`config.mk`:
```
export PLATFORM = sky130hd
export DESIGN_NAME = rs_entry_tracker
export DESIGN_NICKNAME = d
export VERILOG_FILES = /design/src/rtl/rs_entry_tracker_pkg.sv /design/src/rtl/rs_free_picker.sv /design/src/rtl/rs_entry_tracker.sv
export SDC_FILE = /design/constraint.sdc
export NUM_CORES = 1
export LEC_CHECK = 0
export CAP_MARGIN = 5
export CORE_MARGIN = 2
export CORE_UTILIZATION = 40
export CTS_CLUSTER_SIZE = 30
export DETAILED_ROUTE_END_ITERATION = 7
export SYNTH_ARGS = -nofsm -noshare
export SYNTH_HDL_FRONTEND = slang
export SYNTH_SLANG_ARGS = --single-unit
```
`constraint.sdc`:
```
create_clock -name clk -period 7.36 [get_ports clk]
set_input_delay 0.736 -clock clk [delete_from_list [all_inputs] [get_ports clk]]
set_output_delay 0.736 -clock clk [all_outputs]
set_load 0.01 [all_outputs]
```
`src/rtl/rs_entry_tracker_pkg.sv`:
```
// Shared constants and index type for the reservation-station entry tracker.
package rs_entry_tracker_pkg;

  localparam int RS_ENTRIES     = 16;
  localparam int RS_ALLOC_WIDTH = 2;
  localparam int RS_FREE_PORTS  = 3;

  typedef logic [$clog2(RS_ENTRIES)-1:0] rs_idx_t;

endpackage

```
`src/rtl/rs_free_picker.sv`:
```
// Combinational picker: serves requesting lanes in ascending order with the
// lowest-numbered free entries; non-requesting lanes consume nothing.
module rs_free_picker #(
  parameter int  RS_ENTRIES  = 16,
  parameter int  ALLOC_WIDTH = 2,
  localparam int IDX_W       = $clog2(RS_ENTRIES)
) (
  input  logic [RS_ENTRIES-1:0]        occupied_i,
  input  logic [ALLOC_WIDTH-1:0]       req_i,
  output logic [ALLOC_WIDTH-1:0]       gnt_o,
  output logic [ALLOC_WIDTH*IDX_W-1:0] index_o
);

  logic [RS_ENTRIES-1:0] avail;
  logic                  found;

  always_comb begin
    avail   = ~occupied_i;
    gnt_o   = '0;
    index_o = '0;
    found   = 1'b0;
    for (int k = 0; k < ALLOC_WIDTH; k++) begin
      found = 1'b0;
      for (int i = 0; i < RS_ENTRIES; i++) begin
        // Claimed entries are removed from avail so later lanes see the next one.
        if (req_i[k] && !found && avail[i]) begin
          found                      = 1'b1;
          gnt_o[k]                   = 1'b1;
          index_o[k*IDX_W +: IDX_W]  = IDX_W'(i);
          avail[i]                   = 1'b0;
        end
      end
    end
  end

endmodule

```
`src/rtl/rs_entry_tracker.sv`:
```
// Reservation-station occupancy tracker: multi-lane allocation, multi-channel free.
// Optional sticky illegal-free detection is compiled in with RS_FREE_CHECK_EN.
module rs_entry_tracker #(
  parameter int  RS_ENTRIES     = rs_entry_tracker_pkg::RS_ENTRIES,
  parameter int  ALLOC_WIDTH    = rs_entry_tracker_pkg::RS_ALLOC_WIDTH,
  parameter int  NUM_FREE_PORTS = rs_entry_tracker_pkg::RS_FREE_PORTS,
  localparam int IDX_W          = $clog2(RS_ENTRIES),
  localparam int CNT_W          = $clog2(RS_ENTRIES+1)
) (
  input  logic                            clk,
  input  logic                            rst,
  input  logic                            flush,
  input  logic [ALLOC_WIDTH-1:0]          alloc_req,
  output logic [ALLOC_WIDTH-1:0]          alloc_gnt,
  output logic [ALLOC_WIDTH*IDX_W-1:0]    alloc_index,
  input  logic [NUM_FREE_PORTS-1:0]       free_en,
  input  logic [NUM_FREE_PORTS*IDX_W-1:0] free_index,
  output logic [RS_ENTRIES-1:0]           occupied,
  output logic [CNT_W-1:0]                free_count,
  output logic                            full,
  output logic                            empty
`ifdef RS_FREE_CHECK_EN
  ,output logic                           free_err
`endif
);

  logic [RS_ENTRIES-1:0]  occ_q, occ_d;
  logic [RS_ENTRIES-1:0]  alloc_mask, free_mask;
  logic [CNT_W-1:0]       free_count_q, free_count_d, occ_cnt;
  logic [ALLOC_WIDTH-1:0] pick_gnt;
  logic                   hold;

  // Handshake: a lane owns alloc_index whenever alloc_req and alloc_gnt are both
  // high in the same cycle; there is no back-pressure, the entry is taken at the edge.
  rs_free_picker #(
    .RS_ENTRIES  (RS_ENTRIES),
    .ALLOC_WIDTH (ALLOC_WIDTH)
  ) u_picker (
    .occupied_i (occ_q),
    .req_i      (alloc_req),
    .gnt_o      (pick_gnt),
    .index_o    (alloc_index)
  );

  assign hold      = rst | flush;
  assign alloc_gnt = hold ? '0 : pick_gnt;

  // Index matching by comparison makes out-of-range frees hit nothing.
  always_comb begin
    alloc_mask = '0;
    free_mask  = '0;
    for (int i = 0; i < RS_ENTRIES; i++) begin
      for (int k = 0; k < ALLOC_WIDTH; k++) begin
        if (alloc_gnt[k] && alloc_index[k*IDX_W +: IDX_W] == IDX_W'(i)) alloc_mask[i] = 1'b1;
      end
      for (int c = 0; c < NUM_FREE_PORTS; c++) begin
        if (free_en[c] && free_index[c*IDX_W +: IDX_W] == IDX_W'(i)) free_mask[i] = 1'b1;
      end
    end
    occ_d = flush ? '0 : ((occ_q & ~free_mask) | alloc_mask);
  end

  always_comb begin
    occ_cnt = '0;
    for (int i = 0; i < RS_ENTRIES; i++) occ_cnt = occ_cnt + CNT_W'(occ_d[i]);
    free_count_d = CNT_W'(RS_ENTRIES) - occ_cnt;
  end

  always_ff @(posedge clk) begin
    if (rst) begin
      occ_q        <= '0;
      free_count_q <= CNT_W'(RS_ENTRIES);
    end else begin
      occ_q        <= occ_d;
      free_count_q <= free_count_d;
    end
  end

  assign occupied   = occ_q;
  assign free_count = free_count_q;
  assign full       = (free_count_q == '0);
  assign empty      = (free_count_q == CNT_W'(RS_ENTRIES));

`ifdef RS_FREE_CHECK_EN
  logic                      err_q, err_d;
  logic [NUM_FREE_PORTS-1:0] legal;

  // A free is legal only if it names an in-range entry that is occupied now.
  always_comb begin
    err_d = 1'b0;
    legal = '0;
    for (int c = 0; c < NUM_FREE_PORTS; c++) begin
      for (int i = 0; i < RS_ENTRIES; i++) begin
        if (free_index[c*IDX_W +: IDX_W] == IDX_W'(i) && occ_q[i]) legal[c] = 1'b1;
      end
      if (free_en[c] && !legal[c]) err_d = 1'b1;
      for (int d = c + 1; d < NUM_FREE_PORTS; d++) begin
        if (free_en[c] && free_en[d] &&
            free_index[c*IDX_W +: IDX_W] == free_index[d*IDX_W +: IDX_W]) err_d = 1'b1;
      end
    end
    if (flush) err_d = 1'b0;
  end

  always_ff @(posedge clk) begin
    if (rst)        err_q <= 1'b0;
    else if (err_d) err_q <= 1'b1;
  end

  assign free_err = err_q;
`endif

endmodule

```
# Yosys cells after proc, flatten, opt, wreduce, memory -nomap -nowiden
# Cells that the tools add are included.
# W data, S select, Z words.
[word_totals]
regBits = 21
input_bits = 20
[classes]
n_addsub = 16
n_eq_ne = 76
n_mux = 160
n_bitwise = 5
reduce_logical = 178
[op_table]
columns = ["cell", "count"]
rows = [
  ["$eq A4 B4 Y1 const B", 40],
  ["$logic_and A1 B1 Y1", 142],
  ["$mux W1", 130],
  ["$eq A4 B3 Y1 const B", 20],
  ["$mux W4", 16],
  ["$add A5 B1 Y5", 11],
  ["$eq A4 B2 Y1 const B", 10],
  ["$not A16 Y16", 2],
  ["$logic_not A1 Y1", 30],
  ["$mux W3", 8],
  ["$eq A4 B1 Y1 const B", 5],
  ["$logic_not A4 Y1", 5],
  ["$and A16 B16 Y16", 1],
  ["$mux W16", 1],
  ["$or A16 B16 Y16", 1],
  ["$mux W2", 5],
  ["$add A4 B1 Y5", 1],
  ["$eq A5 B5 Y1 const B", 1],
  ["$logic_not A5 Y1", 1],
  ["$sub A5 B5 Y5 const A", 1],
  ["$add A3 B1 Y4", 1],
  ["$add A2 B1 Y3", 1],
  ["$add A1 B1 Y2", 1],
  ["$or A1 B1 Y1", 1],
]

# Logic depth before layout (Yosys ltp)
# Gate-level depths: netlist of the first run.
[depth]
ltp_word = 87
depth_mapped = 25

# Hierarchy
# A second synthesis of the first run with hierarchy kept.
[unflattened]
hier_cells = 383
hier_area_um2 = 2872.8
[by_module_without_submodules]
columns = ["module", "instances", "cells_per_inst", "area_per_inst_um2", "seq_area_each_um2"]
rows = [
  ["rs_entry_tracker", 1, 246, 2000.7, 420.4],
  ["rs_free_picker", 1, 137, 872.1, 0.0],
]

# Least setup slack after synthesis of the first run
# OpenSTA, ideal clock, no wires.
[synth_timing]
path_kind = "input port to flip-flop"
start = "in alloc_req[0]"
end = "reg free_count_q[4] (netlist: free_count[4])"
setup_ps = 117
arrival_ps = 5806
slack_ps = 1437
cell_stages = 21
path_buffers = 1
path_cell_list = "buf_4 -> and3_1 -> nand4_4 -> o311a_1 -> nand3_1 -> o211ai_4 -> a21o_1 -> o22a_1 -> fa_1 -> ha_1 -> fa_1 -> inv_1 -> fa_1 -> fa_1 -> inv_1 -> fa_1 -> ha_1 -> inv_1 -> fa_1 -> xor2_1 -> nand2b_1"
[synth_between]
elab_chain_cells = 85
word_cells_on_any_way = 285
classes_between = "add/sub (16); eq/ne (30); mux (112); bitwise (1); reduce/logical (126)"
[synth_rtl]
columns = ["item", "line", "source"]
rows = [
  ["start: declaration", "rs_entry_tracker.sv:13", "input logic [ALLOC_WIDTH-1:0] alloc_req,"],
  ["$logic_and A1 B1 Y1", "rs_free_picker.sv:26", "if (req_i[k] && !found && avail[i]) begin"],
  ["$mux W1", "rs_free_picker.sv:26", ""],
  ["$logic_and A1 B1 Y1 or $logic_not A1 Y1 (tied branches)", "rs_free_picker.sv:26", ""],
  ["$mux W1 or $logic_and A1 B1 Y1 (tied branches)", "rs_free_picker.sv:26", ""],
  ["$logic_not A1 Y1 or $logic_and A1 B1 Y1 (tied branches)", "rs_free_picker.sv:26", ""],
  ["$logic_and A1 B1 Y1 or $mux W1 (tied branches)", "rs_free_picker.sv:26", ""],
  ["$logic_and A1 B1 Y1 or $logic_not A1 Y1 (tied branches)", "rs_free_picker.sv:26", ""],
  ["$mux W1 or $logic_and A1 B1 Y1 (tied branches)", "rs_free_picker.sv:26", ""],
  ["[56 not listed]", "n/a", ""],
  ["net alloc_index[5]", "rs_entry_tracker.sv:15", "output logic [ALLOC_WIDTH*IDX_W-1:0] alloc_index,"],
  ["[4 not listed]", "n/a", ""],
  ["$mux W16 (*)", "rs_entry_tracker.sv:60", "occ_d = flush ? '0 : ((occ_q & ~free_mask) | alloc_mask);"],
  ["$add A1 B1 Y2", "rs_entry_tracker.sv:65", "for (int i = 0; i < RS_ENTRIES; i++) occ_cnt = occ_cnt + CNT_W'(occ_d[i]);"],
  ["$add A2 B1 Y3", "rs_entry_tracker.sv:65", ""],
  ["$add A3 B1 Y4", "rs_entry_tracker.sv:65", ""],
  ["$add A4 B1 Y5", "rs_entry_tracker.sv:65", ""],
  ["$add A5 B1 Y5 (10 in a row)", "rs_entry_tracker.sv:65", ""],
  ["$add A5 B1 Y5 (*)", "rs_entry_tracker.sv:65", ""],
  ["$sub A5 B5 Y5 (*)", "rs_entry_tracker.sv:66", "free_count_d = CNT_W'(RS_ENTRIES) - occ_cnt;"],
  ["end signal: assignment", "rs_entry_tracker.sv:72", "free_count_q <= CNT_W'(RS_ENTRIES);"],
  ["end signal: assignment", "rs_entry_tracker.sv:75", "free_count_q <= free_count_d;"],
  ["end: declaration", "rs_entry_tracker.sv:29", "logic [CNT_W-1:0] free_count_q, free_count_d, occ_cnt;"],
]
# Mark *: on every way through the listed nets, which the timed path passes. The rest lies on a longest branch.
# A chain may end at the register's enable or synchronous reset.

# Worst setup path after layout of the first run
[layout_timing]
start = "in alloc_req[0]"
end = "reg free_count_q[4] (netlist: free_count[4])"
[layout_between]
elab_chain_cells = 85
word_cells_on_any_way = 285
classes_between = "add/sub (16); eq/ne (30); mux (112); bitwise (1); reduce/logical (126)"
[layout_rtl]
columns = ["item", "line"]
rows = [
  ["$logic_and A1 B1 Y1", "rs_free_picker.sv:26"],
  ["$mux W1", "rs_free_picker.sv:26"],
  ["$logic_and A1 B1 Y1 or $logic_not A1 Y1 (tied branches)", "rs_free_picker.sv:26"],
  ["$mux W1 or $logic_and A1 B1 Y1 (tied branches)", "rs_free_picker.sv:26"],
  ["$logic_not A1 Y1 or $logic_and A1 B1 Y1 (tied branches)", "rs_free_picker.sv:26"],
  ["$logic_and A1 B1 Y1 or $mux W1 (tied branches)", "rs_free_picker.sv:26"],
  ["$logic_and A1 B1 Y1 or $logic_not A1 Y1 (tied branches)", "rs_free_picker.sv:26"],
  ["$mux W1 or $logic_and A1 B1 Y1 (tied branches)", "rs_free_picker.sv:26"],
  ["[60 not listed]", "n/a"],
  ["$mux W16 (*)", "rs_entry_tracker.sv:60"],
  ["$add A1 B1 Y2", "rs_entry_tracker.sv:65"],
  ["$add A2 B1 Y3", "rs_entry_tracker.sv:65"],
  ["$add A3 B1 Y4", "rs_entry_tracker.sv:65"],
  ["$add A4 B1 Y5", "rs_entry_tracker.sv:65"],
  ["$add A5 B1 Y5 (10 in a row)", "rs_entry_tracker.sv:65"],
  ["$add A5 B1 Y5 (*)", "rs_entry_tracker.sv:65"],
  ["$sub A5 B5 Y5 (*)", "rs_entry_tracker.sv:66"],
]
# Every way passes the cells marked *; elsewhere a longest branch is shown, timed or not.

==> summary.txt, run 1 <==
Critical path
  – CP max-delay cell: clkdlybuf4s50_1
  – Setup CP Type: in2reg
  – Worst Setup End Kind: register
  – Crit path required time: 7510 ps
  – RR Startpoint: occupied[3]
  – Arr. time, crit path: 6950 ps
  – Crit Path Max Fanout: 11
  – CP peak stage delay: 720 ps
  – Flop-to-flop setup slack: 910 ps
  – Most used cell, CP: fa_1
  – Reg2reg end: free_count[4]
  – Startpoint types: primary input
  – R2R cell count: 20
  – Cells along the critical path: clkdlybuf4s50_1 > nand2_1 > nor2_1 > xnor2_1 > nor3_1 > o41ai_4 > and3_1 > o22a_1 > fa_1 > ha_1 > fa_1 > inv_1 > fa_1 > fa_1 > inv_1 > fa_1 > ha_1 > inv_1 > fa_1 > xor2_1 > nand2b_1

Placement
  – Final HPWL DP: 7270 um
  – Routability Congestion: 0.963
  – I/O Buffers: 52
  – Placed insts: 484

Timing
  – Final TNS setup: 0 ps
  – Least-Margin Pin Slew: 629 ps
  – Setup violators final: 0
  – Slew headroom: 0.577
  – Max Clk Rate: 147 MHz
  – Final Max Slew Viols: 0
  – Final hold vios: 0
  – Final period utilization: 0.923
  – Layout Skew: 1.26 ps
  – Min Tclk post-route: 6790 ps
  – RSZ-0062 raised after global routing: false

Synth
  – Syn Nets: 397
  – EDFF count, synth: 0
  – Yosys cell types: 77
  – Synthesized area: 2820 sq um
  – Ys Warns: 0
  – Cells after Synth: 355
  – Ys flop type: dfxtp_1
  – Synth async-reset ratio: 0
  – Post-synthesis sequential area ratio: 0.149
  – Syn avg cell area: 7.93 sq um
  – #FFs+latches synth: 21

Pwr
  – Leak: 1.11 nW
  – NetSw: 0.118 mW
  – Comb pwr share: 0.405
  – Switching share of power: 0.338
  – Total design power: 0.348 mW
  – Clock Power Share: 0.219
  – Internal power: 0.230 mW
  – Register share of total power: 0.376
  – Pwr Density: 102 nW/um^2
  – Max IR drop VDD: 0.0892 mV

Global route
  – GRT Overall Usage: 0.240
  – Vias in the first global route: 2828
  – GR Overflow Total: 0
  – Largest net degree at the start of global routing: 19
  – Global-route wire length before repair: 14500 um
  – Initial antenna violation count: 0

Hold path
  – Hold depth: 2
  – Worst hold start: occupied[12]
  – Worst min path class: reg2reg
  – Hold Path End: occupied[12]

Layout
  – Share of cells above drive strength 1: 0.0918
  – Layout fillers: 678
  – Commonest non-fill, non-tap cell in the layout: clkdlybuf4s50_1
  – Final Net Count: 435
  – Synth-to-layout area growth: 20.6%
  – Antenna fix cells: 0
  – Most frequent cells in the layout: clkdlybuf4s50_1, nand2_1, o22ai_1
  – Non-filler cells in the finished layout: 488

Floorplanning
  – Initial core utilization: 0.415
  – Die ar.: 7730 sq um
  – Die X: 87.9 um
  – Core area: 6790 sq um
  – I/O pin count: 53
  – Num rows: 30
  – Chip height: 87.9 um

Drt
  – 1st-iter DRT viols: 269
  – Drt first pass iters: 4
  – Drt wl/cell: 18.8 um
  – Via count: 3018
  – DRT Wirelength: 9150 um
  – Vias per cell: 6.18
  – DRT antenna net count: 0
  – Detailed-route DRC error count: 0

Run
  – MaxCap Viol Count: 0

Clock tree
  – CTS tree: done
  – Clk sinks: 21
  – Root Driver: clkbuf_8
  – CTS Buf Count: 3
  – Reg clk slew, reported paths: 80 ps
  – Setup Buffers After CTS: 0
  – Longest Clk Path Bufs: 2
  – Post-CTS Hold Fix Bufs: 0
  – Clock Latency Late Sink: 250 ps
  – Gates resized, CTS repair: 0
  – # H-tree levels: 1

Status
  – Status: complete, no violations
-- kinds of logic (layout without fill, tap and decap cells) --
family          count (synthesis)  count (layout)  synth area share
buf+inv                        44              81            0.0746
mux                             1               1           0.00355
flops                          21              21             0.149
fa+ha+maj                      23              23             0.131
xor+xnor                        5               5            0.0156
compound gates                121             121             0.333
simple gates                  140             140             0.294
-- stage by stage --
| step | setup WS (ps) | util | hold WS [ps] | cell area [sq um] |
|---|---|---|---|---|
| after detailed placement | 328 | 0.493 | 863 | 3350 |
| after global routing | 243 | 0.500 | 912 | 3400 |
| after floorplan | 1440 | - | 702 | 2820 |
| after CTS | 591 | 0.500 | 872 | 3400 |
| final | 566 | 0.500 | 883 | 3400 |
| after global placement | 409 | 0.493 | 852 | 3350 |
-- flip-flops by register name (all words and copies together) (netlist names) --
name / cells
occupied: 16
free_count: 5
-- critical path: cells and delay by family --
family / cells / cell delay (ps)
adders and majority gates: 8 / 3110
and+or+nand+nor: 5 / 1180
buffers and inverters: 4 / 870
xor gates and xnor gates: 2 / 310
AOI/OAI and AO/OA: 2 / 720
-- synth_stat cells, drive strengths merged (9+ instances only) --
master,count,area (sq um)
a21oi,12,60.1
buf,14,97.6
dfxtp,21,420
fa,11,220
ha,11,138
inv,22,82.6
nand2,33,124
nand2b,9,56.3
nand3,17,105
nor2,21,78.8
nor2b,10,70.1
nor3,11,55.1
o21ai,19,98.8
o22a,16,141
o22ai,23,150
-- how the worst max path moves through the flow --
stage,startpoint,end,cells after the start
after global placement,alloc_req[0],free_count[4],21
after global routing,alloc_req[0],free_count[4],21
after CTS,alloc_req[0],free_count[4],21
final,alloc_req[0],free_count[4],21
after floorplan,alloc_req[0],free_count[4],21
after detailed placement,alloc_req[0],free_count[4],21
-- power by group through the flow --
stage,clock [mW],sequential [mW],combinational [mW]
global route,0.0814,0.132,0.157
floorplan,0,0.133,0.0808
finish,0.0761,0.131,0.141
detailed placement,0,0.134,0.141
global placement,0,0.134,0.140
CTS,0.0767,0.131,0.142
-- layer usage --
metal / vias up / global-route usage / routed length (um)
met5: - / 0 / 0
met4: 0 / 0.0685 / 240
met3: 18 / 0.0207 / 729
met2: 165 / 0.393 / 4210
met1: 1419 / 0.337 / 3970
li1: 1416 / - / -
-- final cells by class --
type,count,area (sq um),share of cell area
Multi-Input combinational cell,290,2190,0.643
Timing Repair Buffer,55,543,0.160
Sequential cell,21,420,0.124
Tap cell,96,120,0.0354
Inverter,22,82.6,0.0243
Clock buffer,4,45.0,0.0133
(Power assumes the default switching activity.)
==> inputs of run 2 (changes only) <==
==> constraint.sdc (replaced) <==
create_clock -name clk -period 7.5 [get_ports clk]
set_input_delay 0.75 -clock clk [delete_from_list [all_inputs] [get_ports clk]]
set_output_delay 0.75 -clock clk [all_outputs]
set_load 0.01 [all_outputs]
==> run 2 against run 1 <==
Critical endpoint unchanged; cell count down 0.20%; power shrank 0.30%; design area fell by 0.11%; non-clock buffer count down 1; register-to-register slack gained 160 ps; count of clock-buffer cells in the layout is 1 lower; worst setup slack better by 110 ps; utilization is 0.055 points lower; critical path type unchanged; flip-flop and latch count unchanged; global-route usage grew 0.79 points; sequential share of layout area about the same; largest cell class unchanged.
==> summary.txt, run 2 (synthesis gave the netlist of run 1 again) <==
Clock tree
  – Clock Latency Late Sink: 270 ps (was 250 ps)
  – Post-CTS Hold Fix Bufs: 0 (unchanged)
  – # H-tree levels: 1 (unchanged)
  – Setup Buffers After CTS: 0 (unchanged)
  – CTS tree: done (unchanged)
  – Reg clk slew, reported paths: 90 ps (was 80 ps)
  – Longest Clk Path Bufs: 2 (unchanged)
  – CTS Buf Count: 3 (unchanged)
  – Clk sinks: 21 (unchanged)
  – Gates resized, CTS repair: 0 (unchanged)
  – Root Driver: clkbuf_8 (unchanged)

Drt
  – Drt first pass iters: 5 (was 4)
  – Vias per cell: 6.19 (was 6.18)
  – Via count: 3016 (was 3018)
  – DRT antenna net count: 0 (unchanged)
  – 1st-iter DRT viols: 292 (was 269)
  – Drt wl/cell: 19.3 um (was 18.8 um)
  – Detailed-route DRC error count: 0 (unchanged)
  – DRT Wirelength: 9390 um (was 9150 um)

Critical path
  – Crit Path Max Fanout: 11 (unchanged)
  – Worst Setup End Kind: register (unchanged)
  – Startpoint types: primary input (unchanged)
  – Flop-to-flop setup slack: 1070 ps (was 910 ps)
  – Crit path required time: 7670 ps (was 7510 ps)
  – CP peak stage delay: 750 ps (was 720 ps)
  – Cells along the critical path: clkdlybuf4s50_1 > nand2_1 > nor2_1 > xnor2_1 > nor3_1 > o41ai_4 > and3_1 > o22a_1 > fa_1 > ha_1 > fa_1 > inv_1 > fa_1 > fa_1 > inv_1 > fa_1 > ha_1 > inv_1 > fa_1 > xor2_1 > nand2b_1 (unchanged)
  – Setup CP Type: in2reg (unchanged)
  – CP max-delay cell: clkdlybuf4s50_1 (unchanged)
  – Most used cell, CP: fa_1 (unchanged)
  – Arr. time, crit path: 6980 ps (was 6950 ps)

Global route
  – GRT Overall Usage: 0.248 (was 0.240)
  – Initial antenna violation count: 0 (unchanged)
  – Largest net degree at the start of global routing: 19 (unchanged)
  – Grt met3 use: 0.0245 (was 0.0207)
  – Global route hottest layer: met2 (unchanged)
  – GR Overflow Total: 0 (unchanged)
  – Global-route wire length before repair: 15100 um (was 14500 um)
  – Vias in the first global route: 2868 (was 2828)
  – GR Layer Usage met2: 0.410 (was 0.393)
  – Grt met1 use: 0.348 (was 0.337)

Layout
  – Max FFs per register: 16 (unchanged)
  – Most frequent cells in the layout: clkdlybuf4s50_1, nand2_1, o22ai_1 (unchanged)
  – Synth-to-layout area growth: 20.5% (was 20.6%)
  – Reg area: 420 sq um (unchanged)
  – Multi-input gate area in the final layout: 2190 sq um (unchanged)
  – Share of cells above drive strength 1: 0.0921 (was 0.0918)
  – Final Net Count: 434 (was 435)
  – Antenna fix cells: 0 (unchanged)
  – Layout fillers: 661 (was 678)
  – Commonest non-fill, non-tap cell in the layout: clkdlybuf4s50_1 (unchanged)

Timing
  – Final Max Slew Viols: 0 (unchanged)
  – Hold slack: 876 ps (was 883 ps)
  – Final period utilization: 0.909
  – Slew headroom: 0.574 (was 0.577)
  – Min Tclk post-route: 6820 ps
  – Final hold vios: 0 (unchanged)
  – Final TNS setup: 0 ps (unchanged)
  – Max Clk Rate: 147 MHz
  – RSZ-0062 raised after global routing: false (unchanged)
  – Setup violators final: 0 (unchanged)
  – Layout Skew: 9.52 ps (was 1.26 ps)
  – Least-Margin Pin Slew: 633 ps (was 629 ps)

Placement
  – I/O Buffers: 52 (unchanged)
  – Final HPWL DP: 7360 um (was 7270 um)
  – Routability Congestion: 0.970 (was 0.963)

Pwr
  – Pwr Density: 102 nW/um^2 (about the same)
  – Total design power: 0.347 mW (was 0.348 mW)
  – Leak: 1.10 nW (was 1.11 nW)
  – Max IR drop VDD: 0.0703 mV (was 0.0892 mV)

Run
  – MaxCap Viol Count: 0 (unchanged)

Floorplanning
  – Initial core utilization: 0.415 (unchanged)
  – Die X: 87.9 um (unchanged)
  – I/O pin count: 53 (unchanged)
  – Chip height: 87.9 um (unchanged)
  – Num rows: 30 (unchanged)
  – Die ar.: 7730 sq um (unchanged)
  – Core area: 6790 sq um (unchanged)

Status
  – Status: complete, no violations (unchanged)

Hold path
  – Worst min path class: reg2reg (unchanged)
run 2: final timing paths:
kind                 from       endpoint  cells after the start
max          alloc_req[0]  free_count[4]                     21
min          occupied[12]   occupied[12]                      2
max reg2reg   occupied[1]  free_count[4]                     20
min reg2reg  occupied[12]   occupied[12]                      2
run 2: power by group:
group / internal (mW) / switching (mW) / total [mW]
sequential: 0.120 / 0.00868 / 0.129
clock: 0.0376 / 0.0410 / 0.0787
combinational: 0.0684 / 0.0712 / 0.140
run 2: routing by layer:
metal  routed length (um)  vias to the layer above
li1                     -                     1413
met1                 4090                     1392
met2                 4340                      185
met3                  718                       26
met4                  229                        0
met5                    0                        -
run 2: layout make-up:
cell class | instances | share of cell area
inverter | 22 | 0.0243
multi-input combinational | 290 | 0.644
timing repair buffer | 54 | 0.158
clock inverter | 1 | 0.00221
clock buffer | 3 | 0.0122
tap | 96 | 0.0354
sequential | 21 | 0.124
run 2: metrics by stage:
stage | area (sq um) | utilization | std cells | setup slack (ps)
after floorplan | 2820 | - | 355 | 1560
final | 3390 | 0.499 | 487 | 681
after CTS | 3390 | 0.499 | 487 | 689
after detailed placement | 3340 | 0.492 | 483 | 428
after global placement | 3340 | 0.492 | 483 | 525
after global routing | 3390 | 0.499 | 487 | 305
run 2: critical path: cells and delay by family:
family | cells | cell delay, ps
adder cells (fa/ha/maj) | 8 | 3120
AND/OR/NAND/NOR | 5 | 1180
buffers and inverters | 4 | 900
XOR/XNOR | 2 | 300
AO/OA/AOI/OAI | 2 | 720
